File: src/rtl/avalon_port_arbiter.sv
// Purpose: shares one Avalon-MM DDR port between two single-beat requesters (m0, m1) with round-robin grant.
// Latency: command on avl_* one cycle after grant, mN_ack one cycle after acceptance, read data one cycle after avl_readdatavalid.
// Backpressure: avl_waitrequest_n=0 holds the command; reads stall in arbitration while MAX_PEND reads are outstanding.
module avalon_port_arbiter #(
    parameter int ADDR_W   = 27,
    parameter int DATA_W   = 32,
    parameter int MAX_PEND = 8
) (
    input  logic              iCLK,
    input  logic              iRST_n,
    input  logic              local_init_done,

    input  logic              m0_req,
    input  logic              m0_write,
    input  logic [ADDR_W-1:0] m0_address,
    input  logic [DATA_W-1:0] m0_writedata,
    output logic              m0_ack,
    output logic [DATA_W-1:0] m0_readdata,
    output logic              m0_readvalid,

    input  logic              m1_req,
    input  logic              m1_write,
    input  logic [ADDR_W-1:0] m1_address,
    input  logic [DATA_W-1:0] m1_writedata,
    output logic              m1_ack,
    output logic [DATA_W-1:0] m1_readdata,
    output logic              m1_readvalid,

    output logic [ADDR_W-1:0] avl_address,
    output logic [DATA_W-1:0] avl_writedata,
    output logic              avl_write,
    output logic              avl_read,
    output logic              avl_burstbegin,
    input  logic              avl_waitrequest_n,
    input  logic [DATA_W-1:0] avl_readdata,
    input  logic              avl_readdatavalid,

    output logic              rd_err
);

    localparam int PTR_W = (MAX_PEND > 1) ? $clog2(MAX_PEND) : 1;
    localparam int CNT_W = PTR_W + 1;
    localparam logic [CNT_W-1:0] PEND_LIMIT = CNT_W'(MAX_PEND);

    typedef enum logic [1:0] {
        IDLE = 2'd0,
        CMD  = 2'd1,
        ACK  = 2'd2
    } state_t;

    state_t             state;
    state_t             state_nxt;

    // Arbitration bookkeeping: last_grant drives the tie-break, owner is the port of the transfer in flight.
    logic               last_grant;
    logic               owner;

    // Owner-tag FIFO: one bit per outstanding read (0 = m0, 1 = m1). pend_cnt doubles as its occupancy.
    logic [MAX_PEND-1:0] tag_mem;
    logic [PTR_W-1:0]   wr_ptr;
    logic [PTR_W-1:0]   rd_ptr;
    logic [CNT_W-1:0]   pend_cnt;

    // Registered read return shared by both ports; readvalid steers it.
    logic [DATA_W-1:0]  rd_data;

    logic               pend_room;
    logic               elig0;
    logic               elig1;
    logic               gnt_vld;
    logic               gnt_id;
    logic               sel_write;
    logic [ADDR_W-1:0]  sel_address;
    logic [DATA_W-1:0]  sel_writedata;
    logic               cmd_accept;
    logic               tag_push;
    logic               tag_pop;
    logic               tag_empty;
    logic               pop_tag;

    assign pend_room  = (pend_cnt < PEND_LIMIT);
    assign tag_empty  = (pend_cnt == '0);
    assign cmd_accept = (state == CMD) && avl_waitrequest_n;
    assign tag_push   = cmd_accept && avl_read;
    assign tag_pop    = avl_readdatavalid && !tag_empty;
    assign pop_tag    = tag_mem[rd_ptr];

    assign avl_burstbegin = avl_write | avl_read;
    assign m0_readdata    = rd_data;
    assign m1_readdata    = rd_data;

    // Eligibility: calibration must be done; reads also need a free tag slot, writes never wait on reads.
    always_comb begin
        elig0 = m0_req && local_init_done && (m0_write || pend_room);
        elig1 = m1_req && local_init_done && (m1_write || pend_room);
    end

    // Round-robin pick: a lone eligible port wins, a tie goes to the port that did not win last time.
    always_comb begin
        gnt_vld = elig0 || elig1;
        gnt_id  = 1'b0;
        if (elig0 && elig1) begin
            gnt_id = ~last_grant;
        end else if (elig1) begin
            gnt_id = 1'b1;
        end
    end

    // Command source mux for the granted port.
    always_comb begin
        sel_write     = m0_write;
        sel_address   = m0_address;
        sel_writedata = m0_writedata;
        if (gnt_id) begin
            sel_write     = m1_write;
            sel_address   = m1_address;
            sel_writedata = m1_writedata;
        end
    end

    // State register.
    always_ff @(posedge iCLK or negedge iRST_n) begin
        if (!iRST_n) begin
            state <= IDLE;
        end else begin
            state <= state_nxt;
        end
    end

    // Next state: grant in IDLE, wait out waitrequest in CMD, spend exactly one cycle in ACK.
    always_comb begin
        state_nxt = state;
        unique case (state)
            IDLE: if (gnt_vld) state_nxt = CMD;
            CMD:  if (avl_waitrequest_n) state_nxt = ACK;
            ACK:  state_nxt = IDLE;
            default: state_nxt = IDLE;
        endcase
    end

    // Command registers: loaded on grant, held through waitrequest, dropped on acceptance.
    always_ff @(posedge iCLK or negedge iRST_n) begin
        if (!iRST_n) begin
            avl_address   <= '0;
            avl_writedata <= '0;
            avl_write     <= 1'b0;
            avl_read      <= 1'b0;
            owner         <= 1'b0;
            last_grant    <= 1'b1;
        end else begin
            if ((state == IDLE) && gnt_vld) begin
                avl_address   <= sel_address;
                avl_writedata <= sel_writedata;
                avl_write     <= sel_write;
                avl_read      <= ~sel_write;
                owner         <= gnt_id;
                last_grant    <= gnt_id;
            end else if (cmd_accept) begin
                avl_write <= 1'b0;
                avl_read  <= 1'b0;
            end
        end
    end

    // Acknowledge pulses: high during the ACK cycle for the owning port only.
    always_ff @(posedge iCLK or negedge iRST_n) begin
        if (!iRST_n) begin
            m0_ack <= 1'b0;
            m1_ack <= 1'b0;
        end else begin
            m0_ack <= cmd_accept && !owner;
            m1_ack <= cmd_accept && owner;
        end
    end

    // Tag FIFO storage and pointers; pointers wrap naturally because MAX_PEND is a power of two.
    always_ff @(posedge iCLK or negedge iRST_n) begin
        if (!iRST_n) begin
            tag_mem <= '0;
            wr_ptr  <= '0;
            rd_ptr  <= '0;
        end else begin
            if (tag_push) begin
                tag_mem[wr_ptr] <= owner;
                wr_ptr          <= wr_ptr + PTR_W'(1);
            end
            if (tag_pop) begin
                rd_ptr <= rd_ptr + PTR_W'(1);
            end
        end
    end

    // Outstanding-read count: push and pop in the same cycle cancel out.
    always_ff @(posedge iCLK or negedge iRST_n) begin
        if (!iRST_n) begin
            pend_cnt <= '0;
        end else begin
            unique case ({tag_push, tag_pop})
                2'b10:   pend_cnt <= pend_cnt + CNT_W'(1);
                2'b01:   pend_cnt <= pend_cnt - CNT_W'(1);
                default: pend_cnt <= pend_cnt;
            endcase
        end
    end

    // Read return: route popped data to the tagged owner one cycle later; data with no tag is dropped and flagged.
    always_ff @(posedge iCLK or negedge iRST_n) begin
        if (!iRST_n) begin
            rd_data      <= '0;
            m0_readvalid <= 1'b0;
            m1_readvalid <= 1'b0;
            rd_err       <= 1'b0;
        end else begin
            m0_readvalid <= tag_pop && !pop_tag;
            m1_readvalid <= tag_pop && pop_tag;
            if (tag_pop) begin
                rd_data <= avl_readdata;
            end
            if (avl_readdatavalid && tag_empty) begin
                rd_err <= 1'b1;
            end
        end
    end

endmodule

File: config.mk
export PLATFORM = sky130hd
export DESIGN_NAME = avalon_port_arbiter
export DESIGN_NICKNAME = d
export VERILOG_FILES = /design/src/rtl/avalon_port_arbiter.sv
export SDC_FILE = /design/constraint.sdc
export NUM_CORES = 1
export LEC_CHECK = 0
export ABC_AREA = 0
export ABC_CLOCK_PERIOD_IN_PS = 5170
export CORE_AREA = 2 2 154 156
export DETAILED_ROUTE_END_ITERATION = 12
export DIE_AREA = 0 0 156 158
export PLACE_DENSITY = 0.61
export SLEW_MARGIN = 25
export SYNTH_ARGS = -nofsm -noshare
export SYNTH_HDL_FRONTEND = slang
export SYNTH_SLANG_ARGS = --single-unit
File: constraint.sdc
create_clock -name iCLK -period 5.17 [get_ports iCLK]
set_input_delay 0.7755 -clock iCLK [delete_from_list [all_inputs] [get_ports iCLK]]
set_output_delay 0.7755 -clock iCLK [all_outputs]
set_load 0.02 [all_outputs]
# Word-level counts from Yosys, hierarchy flattened
# Index checks and enable logic that the tools add are counted.
dict set report word_totals {
  in_bits 159
  out_inout_bits 131
  ff_bits 120
  latchBits 0
  rom_bits 0
  n_memories 0
  mem_bits_rw 0
}
dict set report op_classes {
  mux 17
  reduce_logical 26
  n_div 0
  n_lt_le_gt_ge 4
  addsub 4
  n_bitwise 3
  eq_ne 5
  n_mul 0
  shift 0
}
# operator n
set ops {}
lappend ops {{$mux W32} 1}
lappend ops {{$mux W27} 1}
lappend ops {{$logic_and A1 B1 Y1} 15}
lappend ops {{$bwmux W8} 1}
lappend ops {{$lt A3 B4 Y1 const B} 2}
lappend ops {{$mux W1} 8}
lappend ops {{$pmux W4 S2} 1}
lappend ops {{$add A3 B1 Y3 const B} 2}
lappend ops {{$add A4 B1 Y4 const B} 1}
lappend ops {{$eq A2 B1 Y1 const B} 2}
lappend ops {{$logic_not A4 Y1} 1}
lappend ops {{$lt A4 B4 Y1 const B} 1}
lappend ops {{$mux W2} 2}
lappend ops {{$ne A2 B2 Y1 const B} 2}
lappend ops {{$pmux W2 S2} 1}
lappend ops {{$reduce_bool A2 Y1} 2}
lappend ops {{$sub A4 B1 Y4 const B} 1}
lappend ops {{$bmux W1 S3} 1}
lappend ops {{$demux W1 S3} 1}
lappend ops {{$ge A3 B1 Y1 const B} 1}
lappend ops {{$logic_not A1 Y1} 3}
lappend ops {{$logic_or A1 B1 Y1} 3}
lappend ops {{$eq A2 B2 Y1 const B} 1}
lappend ops {{$logic_not A2 Y1} 1}
lappend ops {{other kinds (3)} 4}

# Logic depth before layout (Yosys ltp)
# Gate-level depths: netlist (run 1).
dict set report depth {
  depth_word 8
  mapped_depth 12
}

# Worst setup path after synthesis (run 1)
# No wires, ideal clock.
dict set report synth_timing {
  path_type {register -> register}
  from {register pend_cnt[1]}
  to {register pend_cnt[2]}
  stages_incl_launch_ff 13
  setup_slack_ns 2.748
  t_arrival_ns 2.296
  path_buffers 2
  period_less_slack_ns 2.422
  setup_time_ns 0.125
  cell_sequence {dfrtp_1 nor4_1 nand2b_1 buf_2 inv_2 buf_2 ha_1 xor2_1 ha_1 a21oi_1 xor2_1 nor2_1 xor2_1}
}
dict set report synth_between {
  elab_chain_len 5
}
# item line_no
set synth_lines {}
lappend synth_lines {{from (decl)} 62} ;# logic [CNT_W-1:0] pend_cnt;
lappend synth_lines {{from (signal assigned)} 199} ;# 2'b10: pend_cnt <= pend_cnt + CNT_W'(1);
lappend synth_lines {{from (signal assigned)} 200} ;# 2'b01: pend_cnt <= pend_cnt - CNT_W'(1);
lappend synth_lines {{from (signal assigned)} 201} ;# default: pend_cnt <= pend_cnt;
lappend synth_lines {{$logic_not A4 Y1} 82} ;# assign tag_empty = (pend_cnt == '0);
lappend synth_lines {{$logic_not A1 Y1} 85} ;# assign tag_pop = avl_readdatavalid && !tag_empty;
lappend synth_lines {{$logic_and A1 B1 Y1} 85}
lappend synth_lines {{$eq A2 B1 Y1 / $eq A2 B2 Y1 (equally long branches)} 198} ;# unique case ({tag_push, tag_pop})
lappend synth_lines {{$pmux W4 S2 / $reduce_bool A2 Y1 (equally long branches)} --}
# Parallel ways exist; a longest one is shown, timed or not.
# A chain may end at the register's enable or synchronous reset.

# Final worst setup path (run 1)
# Ends and elaborated chain as after synthesis.

==> impl_metrics.env, run 1 <==
export IMPL_synth_area_leaders="dfrtp_1 53%, nand2_1 11%, mux2i_1 11%"
export IMPL_synth_seq_area_share=0.533
export IMPL_final_core_util=0.393
export IMPL_ctsResizeCount=0
export IMPL_cts_tree="built"
export IMPL_layout_cells_most_common_list="288 x clkdlybuf4s50_1, 163 x nand2_1, 119 x dfrtp_1, 60 x mux2i_1, 58 x o21ai_1"
export IMPL_clock_path_buffers=2
export IMPL_fmax_mhz=315
export IMPL_setup_repair_after_global_routing_missed_its_margin="false"
export IMPL_final_wirelength_um=15900
export IMPL_die_outline_area_sq_um=24600
export IMPL_cts_made_buffers=17
export IMPL_critPathRequiredTime_ps=5450
export IMPL_timing_critical_path_fanout_max=37
export IMPL_worst_slew_margin_rel=0.308
export IMPL_length_of_the_first_detailed_routing_pass_in_iterations=4
export IMPL_layout_drive_gt1_share=0.0720
export IMPL_crit_start="pend_cnt[1]"
export IMPL_final_setup_tns_ps=0
export IMPL_worst_path_class_setup="flip-flop to flip-flop"
export IMPL_peakVddDrop_v=0.000216
export IMPL_fin_total_pwr_mw=4.88
export IMPL_dp_hpwl_um=11600
export IMPL_crit_slowest_cell="nor4_1"
export IMPL_final_antenna_net_count=0
export IMPL_end_kind="flip-flop"
export IMPL_core_rowCount=56
export IMPL_number_of_synthesized_flops_with_an_enable_pin=0
export IMPL_grt_total_usage=0.128
export IMPL_postSynthCellCount=542
export IMPL_starting_utilization_of_the_core_area=0.244
export IMPL_grt_overflow=0
export IMPL_mappedNetlistArea_sq_um=5640
export IMPL_gp_congestion=0.757
export IMPL_timing_max_cap_violations=0
export IMPL_clkTransAtPathRegs_ps=60
export IMPL_finalWorstSetupSlack_ps=2000
export IMPL_leakage_nw=3.88
export IMPL_hold_violations=0
export IMPL_status="finished, final reports clean"
export IMPL_fin_nets=957
export IMPL_first_global_vias=4493
export IMPL_die_y_um=158
export IMPL_cpPeakStageDelay_ps=470
export IMPL_top_level_ports=290
export IMPL_post_cts_hold_buffer_count=0
export IMPL_final_hold_worst_slack_ps=428
export IMPL_instances_no_fill=1097
export IMPL_cp_cell_sequence="nor4_1 > nand2b_1 > buf_4 > inv_2 > ha_1 > xor2_1 > ha_1 > a21oi_1 > xor2_1 > nor2_1 > xor2_1"
export IMPL_antenna_violations_before_repair=1
export IMPL_hold_class="input pin to async pin"
export IMPL_grt_first_pass_wirelength_um=24400
export IMPL_yosys_warnings=0
export IMPL_htreeDepth=4
export IMPL_placed_cell_area_sq_um=8470
export IMPL_wl_per_cell_um=14.5
export IMPL_critical_path_n_buffers_inverters=2
export IMPL_drt_initial_drc_count=193
export IMPL_post_place_cells=1064
export IMPL_critical_path_top_delay_family="buffers and inverters"
export IMPL_port_buffers=289
export IMPL_final_max_slew_violation_count=0
export IMPL_final_period_utilization=0.614
export IMPL_maximum_number_of_pins_on_one_net_before_global_route_repair=81
export IMPL_timing_worst_slew_pin_value_ps=1040
export IMPL_clk_latency_ps=410
export IMPL_crit_path_frequent_cell="xor2_1"
export IMPL_synth_area_leader_cell="dfrtp_1"
export IMPL_r2r_worst_path_cells=11
export IMPL_finalSetupViolCount=0
export IMPL_drc_errors=0
export IMPL_ctsRootBufferMaster="clkbuf_16"
export IMPL_worstReg2RegStart="pend_cnt[1]"
export IMPL_yosys_register_bits=120
export IMPL_period_minus_slack_ps=3170
export IMPL_post_synth_num_cell_types=40
export IMPL_cts_sinks=120
export IMPL_ys_async_sr_fraction=1.00
export IMPL_crit_arrival_ps=3460
export IMPL_synth_top_flop_cell="dfrtp_1"
export IMPL_syn_area_per_cell_sq_um=10.4
export IMPL_synthDominantCellAreaShare=0.528
export IMPL_via_per_inst=4.17
export IMPL_syn_num_nets=706
export IMPL_pwr_density_cell_nw_per_um2=539
export IMPL_post_place_ws_ps=1700
export IMPL_postCtsSetupRepairBufs=0
export IMPL_post_route_cell_area_sq_um=9060
export IMPL_rr_endpoint="pend_cnt[2]"
export IMPL_finalClockSkew_ps=9.44
export IMPL_die_width_um=156
export IMPL_placeableCoreArea_sq_um=23100
export IMPL_r2r_setup_slack_ps=2000
export IMPL_layout_commonest_cell="clkdlybuf4s50_1"
export IMPL_area_delta_synth_final_pct=60.7
export IMPL_num_fill_cells=2259
export IMPL_critical_path_startpoint_type="flip-flop"
export IMPL_vias=4576
[final cells by class]
cell class | instances | area, sq um | area share
sequential | 120 | 3000 | 0.332
timing repair buffer | 294 | 2930 | 0.324
multi-input combinational | 358 | 2160 | 0.239
clock buffer | 19 | 453 | 0.0500
tap | 290 | 363 | 0.0401
clock inverter | 13 | 134 | 0.0148
inverter | 2 | 7.51 | 0.000829
antenna | 1 | 2.50 | 0.000276
[synthesized netlist by cell type, types with 5 or more instances]
cell type,count
ha_1,5
clkbuf_1,7
nand3b_1,6
mux2_2,12
buf_12,6
dfrtp_1,119
buf_4,34
xnor2_1,6
buf_2,13
nand2_1,163
mux2i_1,60
nor2_1,7
nand3_1,7
o21ai_1,58
[report_power, final]
part / internal (mW) / leakage (nW) / total, mW / switching, mW
clock: 0.701 / 0.286 / 1.18 / 0.476
combinational: 1.03 / 2.10 / 2.10 / 1.06
sequential: 1.32 / 1.49 / 1.60 / 0.283
total: 3.06 / 3.88 / 4.88 / 1.82
[cell families (layout without fill, tap and decap cells)]
logic type / count (synthesis) / count (layout) / synth area share
AO/OA/AOI/OAI: 71 / 71 / 0.0704
XOR/XNOR: 9 / 9 / 0.0140
adder cells (fa/ha/maj): 5 / 5 / 0.0111
buffers and inverters: 64 / 328 / 0.0868
flip-flops: 120 / 120 / 0.533
multiplexers: 74 / 74 / 0.139
other: 0 / 1 / 0
AND/OR/NAND/NOR: 199 / 199 / 0.146
[registers in the layout, indices dropped and copies added (netlist names), 2 cells and up]
signal         flops
avl_address       27
avl_writedata     32
m0_readdata       32
pend_cnt           4
rd_ptr             3
state              2
tag_mem            8
wr_ptr             3
[per-layer routing]
metal | vias to the layer above | wire length, um | global-route usage
met5 | - | 0 | 0
met4 | 0 | 258 | 0.0476
met3 | 14 | 1390 | 0.0517
met2 | 196 | 7560 | 0.211
met1 | 2074 | 6720 | 0.152
li1 | 2292 | - | -
[worst max path at each step]
stage,end,slack [ps],cells past startpoint
after detailed placement,pend_cnt[2],1700,11
after CTS,pend_cnt[2],1850,11
after global placement,pend_cnt[2],1730,11
after floorplan,pend_cnt[2],2750,12
final,pend_cnt[2],2000,11
after global routing,pend_cnt[3],1650,9
[worst reg2reg max path: stages, from the launching register on]
cell	delay, ps
dfrtp_1	430
nor4_1	470
nand2b_1	170
buf_4	360
inv_2	390
ha_1	390
xor2_1	170
ha_1	180
a21oi_1	140
xor2_1	160
nor2_1	60
xor2_1	140
Note: power is estimated with default switching activity, not from simulation.
==> run 2: changes to the inputs <==
ABC_CLOCK_PERIOD_IN_PS = 3100   (was 5170)
clock period = 3.1 ns   (was 5.17 ns; I/O delays follow)
==> run 2 against run 1 <==
  * Sequential share of layout area shrank 0.17 points
  * Count of clock-buffer cells in the layout down 2
  * Hold slack got worse by 320 ps
  * Design area grew 0.51%
  * Wire length decreased by 1.0%
  * First-iteration DRC count fell by 20%
  * Critical path type unchanged
==> impl_metrics.env, run 2 (synthesis gave the netlist of run 1 again) <==
export IMPL_rr_endpoint="pend_cnt[2]"
export IMPL_grt_overflow=0
export IMPL_cts_sinks=120
export IMPL_leakage_nw=3.89
export IMPL_critical_path_startpoint_type="flip-flop"
export IMPL_area_delta_synth_final_pct=61.5
export IMPL_pwr_density_cell_nw_per_um2=885
export IMPL_worst_path_class_setup="flip-flop to flip-flop"
export IMPL_cpPeakStageDelay_ps=430
export IMPL_final_max_slew_violation_count=0
export IMPL_htreeDepth=4
export IMPL_r2r_worst_path_cells=10
export IMPL_critical_path_n_buffers_inverters=1
export IMPL_peakVddDrop_v=0.000343
export IMPL_timing_critical_path_to="pend_cnt[2]"
export IMPL_hold_class="input pin to async pin"
export IMPL_top_level_ports=290
export IMPL_placed_cell_area_sq_um=8550
export IMPL_ctsRootBufferMaster="clkbuf_16"
export IMPL_period_minus_slack_ps=2330
export IMPL_status="finished, final reports clean"
export IMPL_placeableCoreArea_sq_um=23100
export IMPL_final_core_util=0.395
export IMPL_layout_commonest_cell="clkdlybuf4s50_1"
export IMPL_final_setup_tns_ps=0
export IMPL_power_share_clock=0.231
export IMPL_core_rowCount=56
export IMPL_post_route_cell_area_sq_um=9100
export IMPL_gp_congestion=0.720
export IMPL_final_wirelength_um=15800
export IMPL_maximum_number_of_pins_on_one_net_before_global_route_repair=84
export IMPL_via_per_inst=4.17
export IMPL_clock_path_buffers=2
export IMPL_p_sw_frac=0.373
export IMPL_layout_drive_gt1_share=0.0743
export IMPL_cp_cell_sequence="nor4_1 > nand2b_1 > inv_2 > ha_1 > xor2_1 > ha_1 > a21oi_1 > xor2_1 > nor2_1 > xor2_1"
export IMPL_finalClockSkew_ps=8.11
export IMPL_drc_errors=0
export IMPL_layout_cells_most_common_list="288 x clkdlybuf4s50_1, 163 x nand2_1, 119 x dfrtp_1, 60 x mux2i_1, 58 x o21ai_1"
export IMPL_finalSetupViolCount=0
export IMPL_final_antenna_net_count=0
export IMPL_first_global_vias=4495
export IMPL_power_frac_comb=0.439
export IMPL_internal_power_mw=5.05
export IMPL_antenna_violations_before_repair=0
export IMPL_p_sw_mw=3.01
export IMPL_antenna_diode_count=0
export IMPL_crit_path_frequent_cell="xor2_1"
export IMPL_instances_no_fill=1098
export IMPL_setup_repair_after_global_routing_missed_its_margin="false"
export IMPL_die_y_um=158
export IMPL_critical_path_top_delay_family="simple AND/OR/NAND/NOR gates"
export IMPL_postCtsSetupRepairBufs=0
export IMPL_end_kind="flip-flop"
export IMPL_final_period_utilization=0.751
export IMPL_worstReg2RegStart="pend_cnt[1]"
export IMPL_drt_initial_drc_count=155
export IMPL_length_of_the_first_detailed_routing_pass_in_iterations=5
export IMPL_vias=4579
export IMPL_starting_utilization_of_the_core_area=0.244
export IMPL_crit_start="pend_cnt[1]"
export IMPL_wl_per_cell_um=14.4
export IMPL_clk_latency_ps=410
export IMPL_grt_first_pass_wirelength_um=24100
export IMPL_critPathRequiredTime_ps=3380
export IMPL_port_buffers=289
export IMPL_grt_total_usage=0.127
export IMPL_post_place_cells=1067
export IMPL_timing_max_cap_violations=0
export IMPL_crit_arrival_ps=2610
export IMPL_worst_slew_margin_rel=0.550
export IMPL_hold_violations=0
export IMPL_die_width_um=156
export IMPL_fmax_mhz=430
export IMPL_clkTransAtPathRegs_ps=60
export IMPL_timing_worst_slew_pin_value_ps=674
export IMPL_dp_hpwl_um=11800
export IMPL_num_fill_cells=2295
export IMPL_crit_slowest_cell="dfrtp_1"
export IMPL_share_seq_of_total_power=0.331
export IMPL_r2r_setup_slack_ps=770
export IMPL_timing_critical_path_fanout_max=6
export IMPL_post_cts_hold_buffer_count=0
export IMPL_fin_nets=960
export IMPL_cts_tree="built"
export IMPL_ctsResizeCount=0
export IMPL_worst_path_stages=10
export IMPL_cts_made_buffers=17
export IMPL_die_outline_area_sq_um=24600
==> run 2: changes by cell type in the layout (fill, tap and decap cells not counted) <==
cell,before,now
buf_12,0,5
buf_4,5,4
buf_6,1,0
clkbuf_8,2,0
clkinv_2,0,3
clkinv_4,4,5
clkinvlp_4,1,3
diode_2,1,0
inv_6,7,2
==> run 2: worst min-delay path by stage <==
stage	from	to	slack (ps)	cells past startpoint
after global routing	iRST_n	avl_address[18]	140	1
after detailed placement	state[1]	state[0]	450	1
after global placement	rd_err	rd_err	450	1
after CTS	iRST_n	avl_address[18]	120	1
after floorplan	iRST_n	avl_address[0]	170	0
final	iRST_n	avl_address[18]	100	1
==> run 2: metal layers <==
| metal | global-route usage | part of all wire | routed length (um) |
|---|---|---|---|
| met1 | 0.150 | 0.42 | 6650 |
| met2 | 0.214 | 0.49 | 7690 |
| met3 | 0.0498 | 0.081 | 1270 |
| met4 | 0.0380 | 0.0098 | 154 |
| met5 | 0 | 0 | 0 |
==> run 2: stage by stage <==
stage | power, mW | setup slack [ps] | hold slack [ps]
2_1_floorplan | 4.58 | 678 | 169
3_3_place_gp | 6.25 | 509 | 452
3_5_place_dp | 6.28 | 481 | 446
4_1_cts | 8.21 | 766 | 116
5_1_grt | 8.61 | 534 | 139
6_report | 8.06 | 772 | 104
==> run 2: area by class of cell <==
class                   instances  area (sq um)  share of cell area
multi-input cells             358          2160               0.237
well taps                     290           363              0.0399
repair buffers                297          3010               0.331
clock buffers                  17           425              0.0467
flip-flops and latches        120          3000               0.330
inverters                       2          7.51            0.000825
clock inverters                14           129              0.0142
==> run 2: worst reg2reg max path, delay by kind of cell (launching register included) <==
family                     cells  cell delay [ps]
and+or+nand+nor                3              680
buffers and inverters          1               50
xor gates and xnor gates       3              460
AOI/OAI and AO/OA              1              140
adders and majority gates      2              430
DFF                            1              430
==> run 2: power groups by stage <==
stage | clock (mW) | sequential [mW] | combinational (mW)
2_1_floorplan | 0 | 3.25 | 1.33
3_3_place_gp | 0 | 2.68 | 3.57
3_5_place_dp | 0 | 2.69 | 3.59
4_1_cts | 1.94 | 2.68 | 3.60
5_1_grt | 2.01 | 2.77 | 3.83
6_report | 1.86 | 2.66 | 3.53
